## config.mk

```make
export PLATFORM = sky130hd
export DESIGN_NAME = temporizador_nota
export DESIGN_NICKNAME = d
export VERILOG_FILES = /design/src/rtl/temporizador_nota.sv
export SDC_FILE = /design/constraint.sdc
export NUM_CORES = 1
export LEC_CHECK = 0
export ABC_AREA = 1
export CAP_MARGIN = 0
export CORE_MARGIN = 8
export CORE_UTILIZATION = 30
export DETAILED_ROUTE_END_ITERATION = 7
export PLACE_DENSITY = 0.48
export SYNTH_ARGS = -nofsm -noshare
export SYNTH_HDL_FRONTEND = slang
export SYNTH_SLANG_ARGS = --single-unit
```

## constraint.sdc

```tcl
create_clock -name Clk_in -period 6.16 [get_ports Clk_in]
set_clock_uncertainty 0.15 [all_clocks]
set_input_delay 1.848 -clock Clk_in [delete_from_list [all_inputs] [get_ports Clk_in]]
set_output_delay 1.848 -clock Clk_in [all_outputs]
set_load 0.02 [all_outputs]
```

## src/rtl/temporizador_nota.sv

```systemverilog
// temporizador_nota: note duration timer with square-wave tone generator, responder side of the note controller.
module temporizador_nota #(
  parameter int W        = 28,
  parameter int MIN_HALF = 1
) (
  input  logic         Clk_in,
  input  logic         Rst_in,
  input  logic [W-1:0] Temp_in,
  input  logic [W-1:0] Freq_in,
  input  logic         Disparo_in,
  input  logic         Stop_in,
  output logic         Duracao,
  output logic         Audio_out
);
  typedef enum logic [1:0] {IDLE, RUN, FIM} state_t;
  localparam logic [W-1:0] ONE  = W'(1);
  localparam logic [W-1:0] HMIN = W'(MIN_HALF);
  state_t state, nxt;
  logic [W-1:0] dur_cnt, tone_cnt, f_q, half, half_m1, temp_ld;
  logic arm, aud_q, entering;
  always_comb begin
    arm      = Disparo_in && !Stop_in;
    half     = (Freq_in >> 1) < HMIN ? HMIN : Freq_in >> 1;
    half_m1  = half - ONE;
    temp_ld  = Temp_in == '0 ? '0 : Temp_in - ONE;
    entering = nxt == RUN && state != RUN;
  end
  always_comb begin
    nxt = IDLE;
    case (state)
      IDLE:    nxt = arm ? RUN : IDLE;
      RUN:     nxt = Stop_in ? IDLE : (dur_cnt == '0 ? FIM : RUN);
      FIM:     nxt = arm ? RUN : IDLE;
      default: nxt = IDLE;
    endcase
  end
  always_ff @(posedge Clk_in) begin
    if (Rst_in) begin
      state    <= IDLE;
      dur_cnt  <= '0;
      tone_cnt <= '0;
      f_q      <= '0;
      aud_q    <= 1'b0;
    end else begin
      state <= nxt;
      f_q   <= Freq_in;
      if (entering)
        dur_cnt <= temp_ld;
      else if (state == RUN && dur_cnt != '0)
        dur_cnt <= dur_cnt - ONE;
      // tone is silent whenever the next cycle is not a running note
      if (nxt != RUN || Freq_in == '0) begin
        aud_q    <= 1'b0;
        tone_cnt <= '0;
      end else if (entering || f_q != Freq_in) begin
        aud_q    <= 1'b0;
        tone_cnt <= half_m1;
      end else if (tone_cnt == '0) begin
        aud_q    <= ~aud_q;
        tone_cnt <= half_m1;
      end else begin
        tone_cnt <= tone_cnt - ONE;
      end
    end
  end
  always_comb begin
    Duracao   = state == RUN;
    Audio_out = aud_q;
  end
endmodule

```

After elaboration in Yosys (flattened, before gate mapping)
Cells that the tools add are included.
{"block": "word_totals", "input_bits": 60, "wordCells": 43, "register_bits": 87, "output_inout_bits": 2}
{"block": "op_classes", "order_cmp": 1, "mux": 10, "n_bitwise": 1, "n_eq_ne": 6, "n_addsub": 4, "n_reduce_logical": 16}
{"cell": "$mux 28", "count": 5}
{"cell": "$logic_not 28->1", "count": 4}
{"cell": "$sub 28x1->28 const B", "count": 3}
{"cell": "$ne 28x28->1", "count": 1}
{"cell": "$reduce_bool 28->1", "count": 1}
{"cell": "$sub 27x1->28 const B", "count": 1}
{"cell": "$lt 27x1->1 const B", "count": 1}
{"cell": "$mux 27", "count": 1}
{"cell": "$eq 2x1->1 const B", "count": 2}
{"cell": "$mux 2", "count": 2}
{"cell": "$ne 2x1->1 const B", "count": 2}
{"cell": "$pmux 2 s2", "count": 1}
{"cell": "$reduce_or 2->1", "count": 2}
{"cell": "$logic_and 1x1->1", "count": 3}
{"cell": "$reduce_or 3->1", "count": 1}
{"cell": "$eq 2x2->1 const B", "count": 1}
{"cell": "$logic_not 2->1", "count": 1}
{"cell": "$logic_or 1x1->1", "count": 2}
{"cell": "$reduce_bool 2->1", "count": 1}
{"cell": "$logic_not 1->1", "count": 1}
{"cell": "$mux 1", "count": 1}
{"cell": "$not 1->1", "count": 1}

Depth between registers and ports, before layout
{"block": "logic_depth", "depth_word": 8, "ltp_mapped": 16, "mapped_depth_nobuf": 15}

Worst setup path before layout
Ideal clock, no wire load.
{"block": "synth_path", "path_kind": "input to register", "start": "input port Freq_in[11]", "end": "register tone_cnt[20]", "cell_stages": 16, "setup_slack_ps": 2202, "required_time_ps": 5899, "setup_time_ps": 111, "n_path_buf": 1, "t_arrival_ps": 3697, "path_cell_list": "buf_2 nor2_1 nand2_1 nor2_1 nand2_1 nor2_1 nor2_1 ha_1 nand2_1 nor2_1 nand2_1 nor2_1 xor2_1 nor2_1 nor2_1 nor2_1"}
{"block": "synth_between", "elab_chain_len": 5, "elab_cells_between_ends": 10, "classes_between": "add/sub (1); order compare (1); eq/ne (1); mux (3); reduce/logical (4)"}
{"element": "start, declared", "line_no": "9", "rtl": "input logic [W-1:0] Freq_in,"}
{"element": "$lt 27x1->1", "line_no": "23", "rtl": "half = (Freq_in >> 1) < HMIN ? HMIN : Freq_in >> 1;"}
{"element": "$mux 27", "line_no": "23"}
{"element": "$sub 27x1->28", "line_no": "24", "rtl": "half_m1 = half - ONE;"}
{"element": "$mux 28", "line_no": "58", "rtl": "end else if (tone_cnt == '0) begin"}
{"element": "$mux 28", "line_no": "55", "rtl": "end else if (entering || f_q != Freq_in) begin"}
{"element": "end signal, assigned", "line_no": "57", "rtl": "tone_cnt <= half_m1;"}
{"element": "end signal, assigned", "line_no": "60", "rtl": "tone_cnt <= half_m1;"}
{"element": "end signal, assigned", "line_no": "62", "rtl": "tone_cnt <= tone_cnt - ONE;"}
{"element": "end, declared", "line_no": "19", "rtl": "logic [W-1:0] dur_cnt, tone_cnt, f_q, half, half_m1, temp_ld;"}
Several ways; a longest one is shown, not always the timed one.
A chain may end at the register's enable or synchronous reset.

Worst setup path after layout
Ends and elaborated chain as after synthesis.

==> impl_results.md <==
* Outcome: completed
* Count leader, synth: nand2_1
* Final period util at about three quarters
* Post-route cell area at between 8000 and 9000 µm²
* Critical Path Fanout Max at 6
* # hold bufs at CTS at 0
* DIE AREA at 28600 µm²
* R2r worst-path depth at 12
* Diode count at 0
* Layout cells sized above 1 at 5.99%
* FP Rows at 56
* Die height at 169 µm
* ANT nets after route at 0
* Crit path max-delay family: simple AND/OR/NAND/NOR gates
* M3 GR Usage at roughly 2.0%
* Max VDD drop at 145 µV
* Most used flip-flop cell after synthesis: dfxtp_1
* Vias in the first global route at 6637
* Post-Place Cell Area at between 7000 and 8000 µm²
* Crit-path max cell delay at approximately 0.65 ns
* Avg Inst Size Synth at 5.86 µm²
* Max Cap Viol at 0
* Busiest layer in global routing: met1
* First-pass GRT wire length at 37100 µm
* FFs w/ async S/R, synth at 0%
* Fin. Hold Viols at 0
* Area grow syn2layout at 16.7%
* Routability congestion estimate at approximately 0.9
* Fmax at about 210 MHz
* DRC Markers at 0
* Routed WL at 23900 µm
* Slew Limit Fails at 0
* Antenna violations before repair at 1
* Power Total at 0.00170 W
* Input/output buffers at 61
* Worst setup EP type: flip-flop
* FF-to-FF Start: dur_cnt[0]
* CTS Buf Count at 9
* Worst Path Arrival at 4.81 ns
* Setup crit end: tone_cnt[20]
* Post-route minimum period at 4.70 ns
* Nets at 1313
* Initial Utilization at 30.2%
* Syn_nets at 1264
* Fin worst setup slack at ~1.5 ns
* Half-perimeter wire length after placement at 19200 µm
* Worst path required time at roughly 6.3 ns
* Endpoints failing setup at 0
* Leakage at 3.72 nW
* DRT iter0 DRCs at 510
* Maximum clock path buffer count at 2
* Vias per inst at 4.72
* Clk_lat worst skew at 0.36 ns
* Via count at ~7400
* Grt ovf at 0
* YS warnings at 0
* Post-synth top area cell: dfxtp_1
* Post-CTS setup buffer count at 0
* GR Layer Usage met1 at between 20 and 30%
* Seq/Total Area, Yosys at between 20 and 25%
* RSZ-0062 raised after global routing: no
* Max-slew headroom at 48.6%
* Overall global routing resource usage at between 10% and 20%
* CP Launch Type: input port
* Place WS at around 1.1 ns
* WL per Instance at 15.2 µm
* Post-synth EDFFs at 0
* Largest net degree at the start of global routing at 38
* Mapped cell area at 7020 µm²
* Ports at a little over 60
* Root buf cell: clkbuf_16
* H-tree depth at 3
* Worst min-delay path category: flip-flop to flip-flop
* Crit Path Class: input port to flip-flop
* Clk pin slew, worst setup/hold paths at 0.07 ns
* Worst Setup SP: Freq_in[11]
* # fillers at 2657
* Die width at around 170 µm
* Synth cell types at 41
* R2r endpoint: dur_cnt[11]
* Leading post-synthesis cells by cell area: dfxtp_1 25%, nand2_1 17%, nor2_1 15%
* M2 GR Usage at 23.0%
* Clock Sinks at 87
* Most used cell, CP: nor2_1
* Most frequent cells after synthesis: 320 x nand2_1, 279 x nor2_1, 127 x inv_1
* Slowest stage cell on the critical path: clkdlybuf4s50_1
* CTS tree: done
* Pwr Density at 208 nW/µm²
* Drt first pass iters at 5
* Seq cells post-synth at 87
* WP depth at 16
* CP Buf/Inv Count at 1
* Setup TNS at 0 ns
* Core Footprint at roughly 23000 µm²
* Yosys top cell area share at 24.8%
* Crit-path cells: clkdlybuf4s50_1, nor2_1, nand2_1, nor2_1, nand2_1, nor2_1, nor2_1, ha_1, nand2_1, nor2_1, nand2_1, nor2_1, xor2_1, nor2_1, nor2_1, nor2_1
* Worst-margin pin slew at 0.771 ns
* Post-CTS resize count at 0
* Reg2Reg Setup Slack at 3.49 ns
* Cells after Synth at ~1200
* Worst hold slack at 0.354 ns
per-stage QoR:
| stage | std cells | utilization [%] |
|---|---|---|
| 2_1_floorplan | 1198 | - |
| 3_3_place_gp | 1555 | 34.0 |
| 3_5_place_dp | 1555 | 34.0 |
| 4_1_cts | 1571 | 35.2 |
| 5_1_grt | 1571 | 35.2 |
| 6_report | 1571 | 35.2 |
sequential cells by signal, summed over array words and instances (netlist names):
register and flops:
Audio_out 1, dur_cnt 28, f_q 28, state 2
tone_cnt 28
per-layer routing:
layer  vias to the layer above  part of all wire [%]
li1                       3834                     -
met4                         2                   1.4
met3                        20                   4.4
met1                      3405                    54
met2                       150                    40
met5                         -                 0.054
area by class of cell:
class | count | area [µm²] | area share [%]
Inverter | 141 | 532 | 6.49
Multi-Input combinational cell | 943 | 4600 | 56.1
Timing Repair Buffer | 65 | 641 | 7.82
Clock inverter | 7 | 57.6 | 0.702
Clock buffer | 9 | 225 | 2.75
Tap cell | 319 | 399 | 4.87
Sequential cell | 87 | 1740 | 21.3
worst reg2reg max path: cells and delay by family (launching register included):
kind	cells	cell delay, ns
flops	1	0.35
fa+ha+maj	1	0.19
simple gates	7	1.33
buf+inv	4	0.54
layout by cell type (no fill, tap or decap), types with 5 or more instances in the layout:
cell / count
nand2_1: 320
nor2_1: 279
inv_1: 127
dfxtp_1: 87
nand3_1: 76
clkdlybuf4s50_1: 61
xor2_1: 57
nand4_1: 41
o21ai_0: 38
xnor2_1: 29
a21oi_1: 23
inv_2: 12
nor3_1: 12
a21oi_2: 10
clkbuf_16: 9
nor2_2: 7
nor2_4: 7
or2_2: 6
ha_1: 6
o211ai_1: 5
power by group:
part / internal, W / switching, W / leakage [nW]
Combinational: 0.000194 / 0.000337 / 2.87
Clock: 0.000279 / 0.000264 / 0.134
Sequential: 0.000595 / 0.0000327 / 0.716
Total: 0.00107 / 0.000634 / 3.72
cells by family (layout without fill, tap and decap cells):
kind of cell,after synthesis,count (layout),share of synthesized area [%]
AND/OR/NAND/NOR,764,764,46.2
buffers and inverters,168,222,9.81
AO/OA/AOI/OAI,87,87,7.37
flip-flops,87,87,24.8
XOR/XNOR,86,86,10.7
adder cells (fa/ha/maj),6,6,1.07
worst min-delay path by stage:
stage,startpoint,slack (ns),cells past startpoint,end
after detailed placement,dur_cnt[25],0.34,2,dur_cnt[25]
after global routing,dur_cnt[25],0.38,2,dur_cnt[25]
after CTS,dur_cnt[25],0.35,2,dur_cnt[25]
after global placement,dur_cnt[25],0.34,2,dur_cnt[25]
final,dur_cnt[25],0.35,2,dur_cnt[25]
after floorplan,dur_cnt[25],0.32,2,dur_cnt[25]
Note: power is estimated with default switching activity, not from simulation.
